$ cat src/rtl/sample_seq_pkg.sv
// Package: sample_seq_pkg
// Shared types and constants for the sample sequencer.
//   state_t            FSM state encoding for module_sample_sequencer
//   DEFAULT_PERIOD_CYC capture period at 10 MHz (2 s)
//   is_busy()          true for states in which the sequencer is running or paused
package sample_seq_pkg;

    localparam int unsigned DEFAULT_PERIOD_CYC = 20_000_000;
    localparam int unsigned DEFAULT_SETTLE_CYC = 2;

    typedef enum logic [2:0] {
        SEQ_IDLE    = 3'd0,
        SEQ_RUN     = 3'd1,
        SEQ_SETTLE  = 3'd2,
        SEQ_CAPTURE = 3'd3,
        SEQ_PAUSE   = 3'd4,
        SEQ_DONE    = 3'd5
    } state_t;

    function automatic logic is_busy(input state_t st);
        return (st == SEQ_RUN) || (st == SEQ_SETTLE) || (st == SEQ_CAPTURE) ||
               (st == SEQ_PAUSE);
    endfunction

endpackage

$ cat src/rtl/module_period_counter.sv
// Module: module_period_counter
// Period counter for the sample sequencer. Counts 0..PERIOD_CYC-1 and flags the
// two points the FSM reacts to: the last RUN cycle and the last SETTLE cycle.
//   clk_i        system clock
//   rst_ni       synchronous reset, active-low
//   clr_i        load zero (wins over inc_i)
//   inc_i        advance by one; count holds when neither clr_i nor inc_i
//   at_settle_o  count == PERIOD_CYC-SETTLE_CYC-1 (next step enters SETTLE)
//   at_end_o     count == PERIOD_CYC-1 (next step is the capture)
module module_period_counter #(
    parameter int unsigned PERIOD_CYC = 20_000_000,
    parameter int unsigned SETTLE_CYC = 2
) (
    input  logic clk_i,
    input  logic rst_ni,
    input  logic clr_i,
    input  logic inc_i,
    output logic at_settle_o,
    output logic at_end_o
);

    localparam int unsigned CW = (PERIOD_CYC > 1) ? $clog2(PERIOD_CYC) : 1;
    localparam logic [CW-1:0] SETTLE_AT = CW'(PERIOD_CYC - SETTLE_CYC - 1);
    localparam logic [CW-1:0] END_AT    = CW'(PERIOD_CYC - 1);

    logic [CW-1:0] count_q, count_d;

    always_comb begin
        count_d = count_q;
        if (clr_i) begin
            count_d = '0;
        end else if (inc_i) begin
            count_d = count_q + CW'(1);
        end
    end

    always_ff @(posedge clk_i) begin
        if (!rst_ni) begin
            count_q <= '0;
        end else begin
            count_q <= count_d;
        end
    end

    assign at_settle_o = (count_q == SETTLE_AT);
    assign at_end_o    = (count_q == END_AT);

endmodule

$ cat src/rtl/module_sample_sequencer.sv
// Module: module_sample_sequencer
// Sequences the random-display datapath (LFSR -> PIPO register -> 7-seg). Runs a
// periodic capture with start / stop / freeze / single-step control.
//   clk, rst       clock and synchronous active-low reset
//   i_start        pulse: begin periodic capture from IDLE or DONE
//   i_stop         pulse: abort to IDLE
//   i_freeze       level: hold the period and settle progress
//   i_step         pulse while frozen: one settle burst plus one capture
//   i_lfsr_done    LFSR has traversed its full sequence
//   o_lfsr_en      LFSR step enable
//   o_reg_we       PIPO write strobe, one cycle per capture
//   o_blank        no valid sample displayed yet
//   o_busy         RUN, SETTLE, CAPTURE or PAUSE
//   o_capt_cnt     captures since start, wrapping
module module_sample_sequencer
    import sample_seq_pkg::*;
#(
    parameter int unsigned PERIOD_CYC = DEFAULT_PERIOD_CYC,
    parameter int unsigned SETTLE_CYC = DEFAULT_SETTLE_CYC,
    parameter int unsigned CNT_W      = 16
) (
    input  logic             clk,
    input  logic             rst,
    input  logic             i_start,
    input  logic             i_stop,
    input  logic             i_freeze,
    input  logic             i_step,
    input  logic             i_lfsr_done,
    output logic             o_lfsr_en,
    output logic             o_reg_we,
    output logic             o_blank,
    output logic             o_busy,
    output logic [CNT_W-1:0] o_capt_cnt
);

    localparam int unsigned STEP_W = (SETTLE_CYC > 0) ? $clog2(SETTLE_CYC + 1) : 1;
    localparam logic [STEP_W-1:0] STEP_LAST = STEP_W'(SETTLE_CYC);

    state_t            state_q, state_d;
    state_t            held_q, held_d;      // state to resume when PAUSE ends
    state_t            eff_state;
    logic              step_busy_q, step_busy_d;
    logic [STEP_W-1:0] step_cnt_q, step_cnt_d;
    logic [CNT_W-1:0]  capt_q, capt_d;
    logic              blank_q, blank_d;
    logic              done_seen_q, done_seen_d;
    logic              lfsr_en_q, reg_we_q, busy_q;
    logic              step_en, step_we;
    logic              cnt_clr, cnt_inc;
    logic              at_settle, at_end;
    logic              done_hit;

    module_period_counter #(
        .PERIOD_CYC (PERIOD_CYC),
        .SETTLE_CYC (SETTLE_CYC)
    ) u_period (
        .clk_i       (clk),
        .rst_ni      (rst),
        .clr_i       (cnt_clr),
        .inc_i       (cnt_inc),
        .at_settle_o (at_settle),
        .at_end_o    (at_end)
    );

    // PAUSE is transparent: the held state decides how the counter advances.
    assign eff_state = (state_q == SEQ_PAUSE) ? held_q : state_q;
    assign done_hit  = done_seen_q | i_lfsr_done;

    always_comb begin
        state_d     = state_q;
        held_d      = held_q;
        step_busy_d = step_busy_q;
        step_cnt_d  = step_cnt_q;
        capt_d      = capt_q;
        blank_d     = blank_q;
        done_seen_d = done_hit;
        cnt_clr     = 1'b0;
        cnt_inc     = 1'b0;
        step_en     = 1'b0;
        step_we     = 1'b0;

        if (i_stop) begin
            state_d     = SEQ_IDLE;
            held_d      = SEQ_RUN;
            step_busy_d = 1'b0;
            done_seen_d = 1'b0;
            cnt_clr     = 1'b1;
        end else begin
            unique case (state_q)
                SEQ_IDLE, SEQ_DONE: begin
                    if (i_start) begin
                        state_d     = i_freeze ? SEQ_PAUSE : SEQ_RUN;
                        held_d      = SEQ_RUN;
                        capt_d      = '0;
                        done_seen_d = 1'b0;
                        cnt_clr     = 1'b1;
                    end
                end
                SEQ_CAPTURE: begin
                    // The strobe is already out; only the follow-on state is decided here.
                    done_seen_d = 1'b0;
                    if (done_hit) begin
                        state_d = SEQ_DONE;
                    end else if (i_freeze) begin
                        state_d = SEQ_PAUSE;
                        held_d  = SEQ_RUN;
                    end else begin
                        state_d = SEQ_RUN;
                        cnt_inc = 1'b1;
                    end
                end
                SEQ_RUN, SEQ_SETTLE, SEQ_PAUSE: begin
                    // A step burst in flight keeps the sequencer paused until it completes.
                    if (i_freeze || step_busy_q) begin
                        state_d = SEQ_PAUSE;
                        held_d  = eff_state;
                    end else if (eff_state == SEQ_SETTLE) begin
                        if (at_end) begin
                            state_d = SEQ_CAPTURE;
                            cnt_clr = 1'b1;
                        end else begin
                            state_d = SEQ_SETTLE;
                            cnt_inc = 1'b1;
                        end
                    end else begin
                        state_d = at_settle ? SEQ_SETTLE : SEQ_RUN;
                        cnt_inc = 1'b1;
                    end

                    if (state_q == SEQ_PAUSE) begin
                        if (step_busy_q) begin
                            step_en = (step_cnt_q < STEP_LAST);
                            step_we = (step_cnt_q == STEP_LAST);
                            if (step_we) begin
                                step_busy_d = 1'b0;
                            end else begin
                                step_cnt_d = step_cnt_q + STEP_W'(1);
                            end
                        end else if (i_freeze && i_step) begin
                            step_busy_d = 1'b1;
                            step_cnt_d  = '0;
                        end
                    end
                end
                default: begin
                    state_d = SEQ_IDLE;
                end
            endcase
        end

        if ((state_d == SEQ_CAPTURE) || step_we) begin
            capt_d  = capt_q + CNT_W'(1);
            blank_d = 1'b0;
        end
    end

    always_ff @(posedge clk) begin
        if (!rst) begin
            state_q     <= SEQ_IDLE;
            held_q      <= SEQ_RUN;
            step_busy_q <= 1'b0;
            step_cnt_q  <= '0;
            capt_q      <= '0;
            blank_q     <= 1'b1;
            done_seen_q <= 1'b0;
            lfsr_en_q   <= 1'b0;
            reg_we_q    <= 1'b0;
            busy_q      <= 1'b0;
        end else begin
            state_q     <= state_d;
            held_q      <= held_d;
            step_busy_q <= step_busy_d;
            step_cnt_q  <= step_cnt_d;
            capt_q      <= capt_d;
            blank_q     <= blank_d;
            done_seen_q <= done_seen_d;
            lfsr_en_q   <= (state_d == SEQ_SETTLE) | step_en;
            reg_we_q    <= (state_d == SEQ_CAPTURE) | step_we;
            busy_q      <= is_busy(state_d);
        end
    end

    assign o_lfsr_en  = lfsr_en_q;
    assign o_reg_we   = reg_we_q;
    assign o_blank    = blank_q;
    assign o_busy     = busy_q;
    assign o_capt_cnt = capt_q;

endmodule

$ cat config.mk
export PLATFORM = sky130hd
export DESIGN_NAME = module_sample_sequencer
export DESIGN_NICKNAME = d
export VERILOG_FILES = /design/src/rtl/sample_seq_pkg.sv /design/src/rtl/module_period_counter.sv /design/src/rtl/module_sample_sequencer.sv
export SDC_FILE = /design/constraint.sdc
export NUM_CORES = 1
export LEC_CHECK = 0
export CAP_MARGIN = 20
export CORE_ASPECT_RATIO = 0.8
export CORE_MARGIN = 2
export CORE_UTILIZATION = 44
export CTS_CLUSTER_DIAMETER = 100
export DETAILED_ROUTE_END_ITERATION = 8
export PLACE_DENSITY_LB_ADDON = 0.1
export RECOVER_POWER = 50
export SYNTH_ARGS = -nofsm -noshare
export SYNTH_HDL_FRONTEND = slang
export SYNTH_HIERARCHICAL = 1
export SYNTH_SLANG_ARGS = --single-unit
$ cat constraint.sdc
create_clock -name clk -period 7.4 [get_ports clk]
set_clock_uncertainty 0.2 [all_clocks]
set_input_delay 1.48 -clock clk [delete_from_list [all_inputs] [get_ports clk]]
set_output_delay 1.48 -clock clk [all_outputs]
set_load 0.05 [all_outputs]
==> out/results.txt, run 1 <==
status: complete, no violations
routed metal-1 wirelength: 3.328 mm
Die Footprint: 7646 sq um
hold path depth: 2
# resized after CTS: 0
Top FF cell, synth: dfxtp_1
vias per cell: 5.600
Post-Syn Area per Cell: 8.411 sq um
hold_buf cts: 0
Yosys cell types: 64
DRT Pass-1 Iters: 5
Hold Slack: 0.2641 ns
Global Route Usage Sum: 17.30%
Worst path slowest cell: dlygate4sd3_1
sequential-to-total area share from yosys stat: 35.96%
Arrival @ worst endpoint: 4.58 ns
Overflow after GRT: 0
vias post-DR: 2615
CTS tree: built
Final Util: 49.63%
met3 wire len: 275 microns
top cells by area, synth: dfxtp_1 36%, nand2_1 6.5%, a21oi_1 3.3%
number of post-CTS setup repair buffers: 0
PortBufs: 26
Mapped Area: 3062 sq um
total power: 0.5228 mW
register bit total from synthesis: 55
Die Height: 78.61 microns
total placed instance area: 3304 sq um
maxcap violations: 0
Routed Wire Length: 6.402 mm
initial antenna violation count: 0
Warnings, synthesis: 6
Leak Pwr: 1.210 nW
core area: 6824 sq um
vias in the first global route: 2357
Top Layer Used: met4
routed len/inst: 13.71 microns
Yosys top cell area share: 35.96%
n_diodes: 0
Syn Nets: 375
IO Pins: 27
Area Growth Syn to Fin: 10.63%
largest net degree at the start of global routing: 26
post-synthesis simple-gate area fraction: 35.27%
worst slew pin tran: 1.027 ns
critical path class: in2reg
Rows: 27
r2r endpoint: u_period/count_q[23]$_SDFFE_PP0P_
NumNets Final: 391
Cell Pwr Density: 154.4 nW/um^2
TNS Setup: 0 ns
Max stage delay on crit path: 0.65 ns
CP endpoint kind: flip-flop
Post-synth EDFFs: 0
top cell type by total area after synthesis: dfxtp_1
cell count after synthesis: 364
RSZ-0062 raised after global routing: no
Slew Limit Fails: 0
GPL Wtd Cong: 0.8802
Synth Area in XOR/XNOR: 4.005%
largest family of logic cells by synthesized area: simple AND/OR/NAND/NOR gates
reg2reg start: u_period/count_q[3]$_SDFFE_PP0P_
Max VDD drop: 0.1205 mV
worst path cell trace: dlygate4sd3_1, nor3_1, a22oi_1, nand2b_1, a21oi_1, and3_4, nand4_2, or4_1, a21oi_1
top post-synthesis cells by count: 55 x dfxtp_1, 53 x nand2_1, 22 x nor2_1, 20 x a21oi_1, 14 x or3_1
Clock Tree Root: clkbuf_8
achievable frequency: 0.2201 GHz
most frequent cell after synthesis: dfxtp_1
Post-route DRC: 0
Clock Pin Slew Worst Setup and Hold Paths: 0.10 ns
mux contribution to synthesized area: 0.6539%
Setup Viol. Count Final: 0
CTS Buf Count: 5
clock tree buffer depth: 2
# clock sinks: 55
DP Wirelength: 4.522 mm
Die Wd: 97.26 microns
reg2reg setup slack: 3.71 ns
most numerous cell on the critical path: a21oi_1
Tcrit/Tclk final: 61.39%
layout cells sized above 1: 6.316%
compound-cell area share of the yosys netlist: 17.61%
DRT iter0 DRCs: 112
Worst setup SP type: input port
Worst Hold End: o_blank$_SDFFE_PN1P_
met2 wire len: 2.721 mm
final hold vios: 0
number of H-tree levels: 2
Starting Density: 44.87%
Async SR Flop Fraction: 0%
HP Start: o_blank$_SDFFE_PN1P_
Critical Path RT: 7.43 ns
HP Class: reg2reg
Clock Latency Late Sink: 0.31 ns
Reg2Reg Depth: 12
Synth Area in Adders: 1.635%
CP max FO: 16
global-route wire length before repair: 11.01 mm
final instance area: 3387 sq um
post-layout min period: 4.543 ns
Final ANT Viol Nets: 0
Slew Limit Headroom: 31.53%
[critical path: cells and delay by family]
kind	cells	cell delay (ns)
and+or+nand+nor	5	1.69
AOI/OAI and AO/OA	3	0.74
buffers and inverters	1	0.65
[per-stage QoR]
stage               setup slack [ns]  std cells
detailed placement             2.633        460
CTS                            2.959        467
finish                         2.857        467
global placement               2.749        460
global route                   2.618        467
floorplan                      3.516        364
[worst max path at each step]
| stage | start | endpoint | cells past startpoint |
|---|---|---|---|
| after floorplan | i_freeze | u_period/count_q[18]$_SDFFE_PP0P_ | 9 |
| after global placement | i_freeze | u_period/count_q[19]$_SDFFE_PP0P_ | 9 |
| after detailed placement | i_freeze | u_period/count_q[23]$_SDFFE_PP0P_ | 9 |
| after CTS | i_freeze | u_period/count_q[23]$_SDFFE_PP0P_ | 9 |
| after global routing | i_freeze | u_period/count_q[23]$_SDFFE_PP0P_ | 9 |
| final | i_freeze | u_period/count_q[23]$_SDFFE_PP0P_ | 9 |
[kinds of logic after synthesis]
kind of cell | count (synthesis)
simple gates | 187
mux | 2
buf+inv | 23
compound gates | 79
flops | 55
xor+xnor | 14
fa+ha+maj | 4
[cell type report]
class / instances / area (sq um)
clock inverters: 1 / 30.03
multi-input cells: 286 / 1792
repair buffers: 26 / 260.3
well taps: 87 / 108.9
flip-flops and latches: 55 / 1101
fillers: 669 / 3437
inverters: 6 / 22.52
clock buffers: 6 / 72.57
[state kept, by name, indices dropped and copies added, names as in the netlist]
| name | flops |
|---|---|
| o_lfsr_en | 1 |
| state_q | 3 |
| u_period/count_q | 25 |
| step_busy_q | 1 |
| o_capt_cnt | 16 |
| o_busy | 1 |
| o_blank | 1 |
| done_seen_q | 1 |
| held_q | 3 |
| o_reg_we | 1 |
| step_cnt_q | 2 |
[placed cells by master, fill, tap and decap left out, types with 3 or more instances in the layout]
cell | netlist | routed
a21o_1 | 5 | 5
a21oi_1 | 20 | 20
a22oi_1 | 3 | 4
and2_1 | 10 | 8
clkbuf_8 | 2 | 5
clkdlybuf4s50_1 | 0 | 3
dfxtp_1 | 55 | 55
dlygate4sd3_1 | 0 | 23
ha_1 | 4 | 4
inv_1 | 6 | 6
nand2_1 | 53 | 53
nand2b_1 | 8 | 8
nand3_1 | 13 | 13
nand4_1 | 8 | 8
nand4_2 | 3 | 3
nor2_1 | 22 | 22
nor2b_1 | 6 | 6
nor3_1 | 4 | 5
nor3b_1 | 6 | 6
nor4_1 | 7 | 7
nor4b_1 | 3 | 3
o211ai_1 | 9 | 9
o21ai_0 | 12 | 12
o21ai_1 | 3 | 3
o21bai_1 | 3 | 3
o31ai_1 | 6 | 6
or3_1 | 14 | 14
or4_1 | 8 | 8
xnor2_1 | 5 | 5
xor2_1 | 9 | 9
[metal layers]
layer,track usage (%),vias to the layer above
met5,0,-
met4,5.556,0
met3,3.740,9
met2,26.46,52
met1,24.42,1189
li1,-,1365
[power breakdown]
group,switching [mW],total (mW),internal [mW]
clock,0.0991,0.199,0.0995
sequential,0.00180,0.298,0.297
combinational,0.0156,0.0257,0.0101
(Power assumes the default switching activity.)
==> run 2: changes to the inputs <==
==> constraint.sdc (replaced) <==
create_clock -name clk -period 4.5 [get_ports clk]
set_clock_uncertainty 0.2 [all_clocks]
set_input_delay 0.9 -clock clk [delete_from_list [all_inputs] [get_ports clk]]
set_output_delay 0.9 -clock clk [all_outputs]
set_load 0.05 [all_outputs]
==> run 2 against run 1 <==
Effect of this change: count of clock-buffer cells in the layout grew 1; critical endpoint is now u_period/count_q[21]$_SDFFE_PP0P_; die area is the same; highest routed layer unchanged; combinational power grew 69%; critical path type unchanged; largest power group unchanged; via count grew 1.1%.
==> out/results.txt, run 2 (synthesis gave the netlist of run 1 again) <==
final instance area: 3397 sq um
total placed instance area: 3319 sq um
Overflow after GRT: 0
global-route wire length before repair: 11.23 mm
vias in the first global route: 2399
critical path class: in2reg
IO Pins: 27
hold_buf cts: 0
Final ANT Viol Nets: 0
TNS Setup: 0 ns
Clock Latency Late Sink: 0.31 ns
Crit path max-delay family: simple AND/OR/NAND/NOR gates
vias post-DR: 2645
Global Route Usage Sum: 17.56%
Cell Pwr Density: 247.8 nW/um^2
Max stage delay on crit path: 0.66 ns
Max VDD drop: 0.1276 mV
NumNets Final: 393
most common cell after layout, fill and taps aside: dfxtp_1
CP endpoint kind: flip-flop
number of H-tree levels: 2
vias per cell: 5.628
Post-Place Cells: 462
Leak Pwr: 1.215 nW
Rows: 27
total power: 0.8417 mW
final hold vios: 0
CP Buf/Inv Count: 1
status: complete, no violations
largest net degree at the start of global routing: 25
most numerous cell on the critical path: a21oi_1
worst slew pin tran: 0.7122 ns
Slew Limit Fails: 0
Largest register FFs: 25
achievable frequency: 0.2515 GHz
n_diodes: 0
Hold Slack: 0.2578 ns
Die Height: 78.61 microns
Top reg by flops: u_period/count_q
DP Wirelength: 4.539 mm
Area Growth Syn to Fin: 10.95%
maxcap violations: 0
post-layout min period: 3.976 ns
# clock sinks: 55
# fillers: 667
Die Footprint: 7646 sq um
Clock Pin Slew Worst Setup and Hold Paths: 0.10 ns
# resized after CTS: 0
Worst path slowest cell: dlygate4sd3_1
Final Util: 49.78%
Starting Density: 44.87%
Reg2Reg Depth: 11
Critical Path RT: 4.55 ns
Die Wd: 97.26 microns
Clock Tree Root: clkbuf_8
CP max FO: 16
Arrival @ worst endpoint: 4.02 ns
core area: 6824 sq um
final critical-path setup slack: 0.5235 ns
Setup WS pre-CTS: 0.3183 ns
HP Class: reg2reg
Routed Wire Length: 6.501 mm
final std cells w/o fill: 470
Tcrit/Tclk final: 88.37%
number of post-CTS setup repair buffers: 0
layout cells sized above 1: 7.050%
GPL Wtd Cong: 0.8731
routed len/inst: 13.83 microns
RSZ-0062 raised after global routing: no
initial antenna violation count: 0
worst path cell trace: dlygate4sd3_1, nor3_1, a22oi_2, nand2b_1, a21oi_1, and3_4, nand4_2, or4_1, a21oi_1
Setup Viol. Count Final: 0
Post-route DRC: 0
Slew Limit Headroom: 52.52%
CTS tree: built
clock tree buffer depth: 2
critical path depth: 9
CTS Buf Count: 5
hold path depth: 2
DRT Pass-1 Iters: 4
most frequent cells in the layout: 55 x dfxtp_1, 53 x nand2_1, 23 x dlygate4sd3_1
Worst setup SP type: input port
PortBufs: 26
DRT iter0 DRCs: 105
run 2: area by class of cell:
class	instances	area [sq um]	share of cell area, %
Clock buffer	7	96.34	2.836
Clock inverter	1	7.507	0.2210
Multi-Input combinational cell	286	1789	52.67
Inverter	6	22.52	0.6630
Tap cell	87	108.9	3.204
Timing Repair Buffer	28	271.5	7.993
Sequential cell	55	1101	32.41
run 2: final timing paths:
kind                                    startpoint                                 to  slack [ns]
setup / recovery                          i_freeze  u_period/count_q[21]$_SDFFE_PP0P_        0.52
hold / removal                o_blank$_SDFFE_PN1P_               o_blank$_SDFFE_PN1P_        0.26
setup reg to reg  u_period/count_q[7]$_SDFFE_PP0P_  u_period/count_q[21]$_SDFFE_PP0P_        0.72
hold reg to reg               o_blank$_SDFFE_PN1P_               o_blank$_SDFFE_PN1P_        0.26
run 2: power breakdown:
| part | total, mW | switching, mW | internal (mW) |
|---|---|---|---|
| Clock | 0.307 | 0.167 | 0.140 |
| Combinational | 0.0434 | 0.0262 | 0.0172 |
| Sequential | 0.491 | 0.00300 | 0.488 |
run 2: layer usage:
layer	GRT usage (%)	vias up	share of wire, %
met5	0	-	0
met4	5.000	0	0.91
met3	3.206	5	3.7
met2	26.94	48	43
met1	25.30	1237	52
li1	-	1355	-
run 2: worst min-delay path: cells and delay by family (launching register included):
kind / cells / cell delay [ns]
flip-flops: 1 / 0.33
AND/OR/NAND/NOR: 2 / 0.09
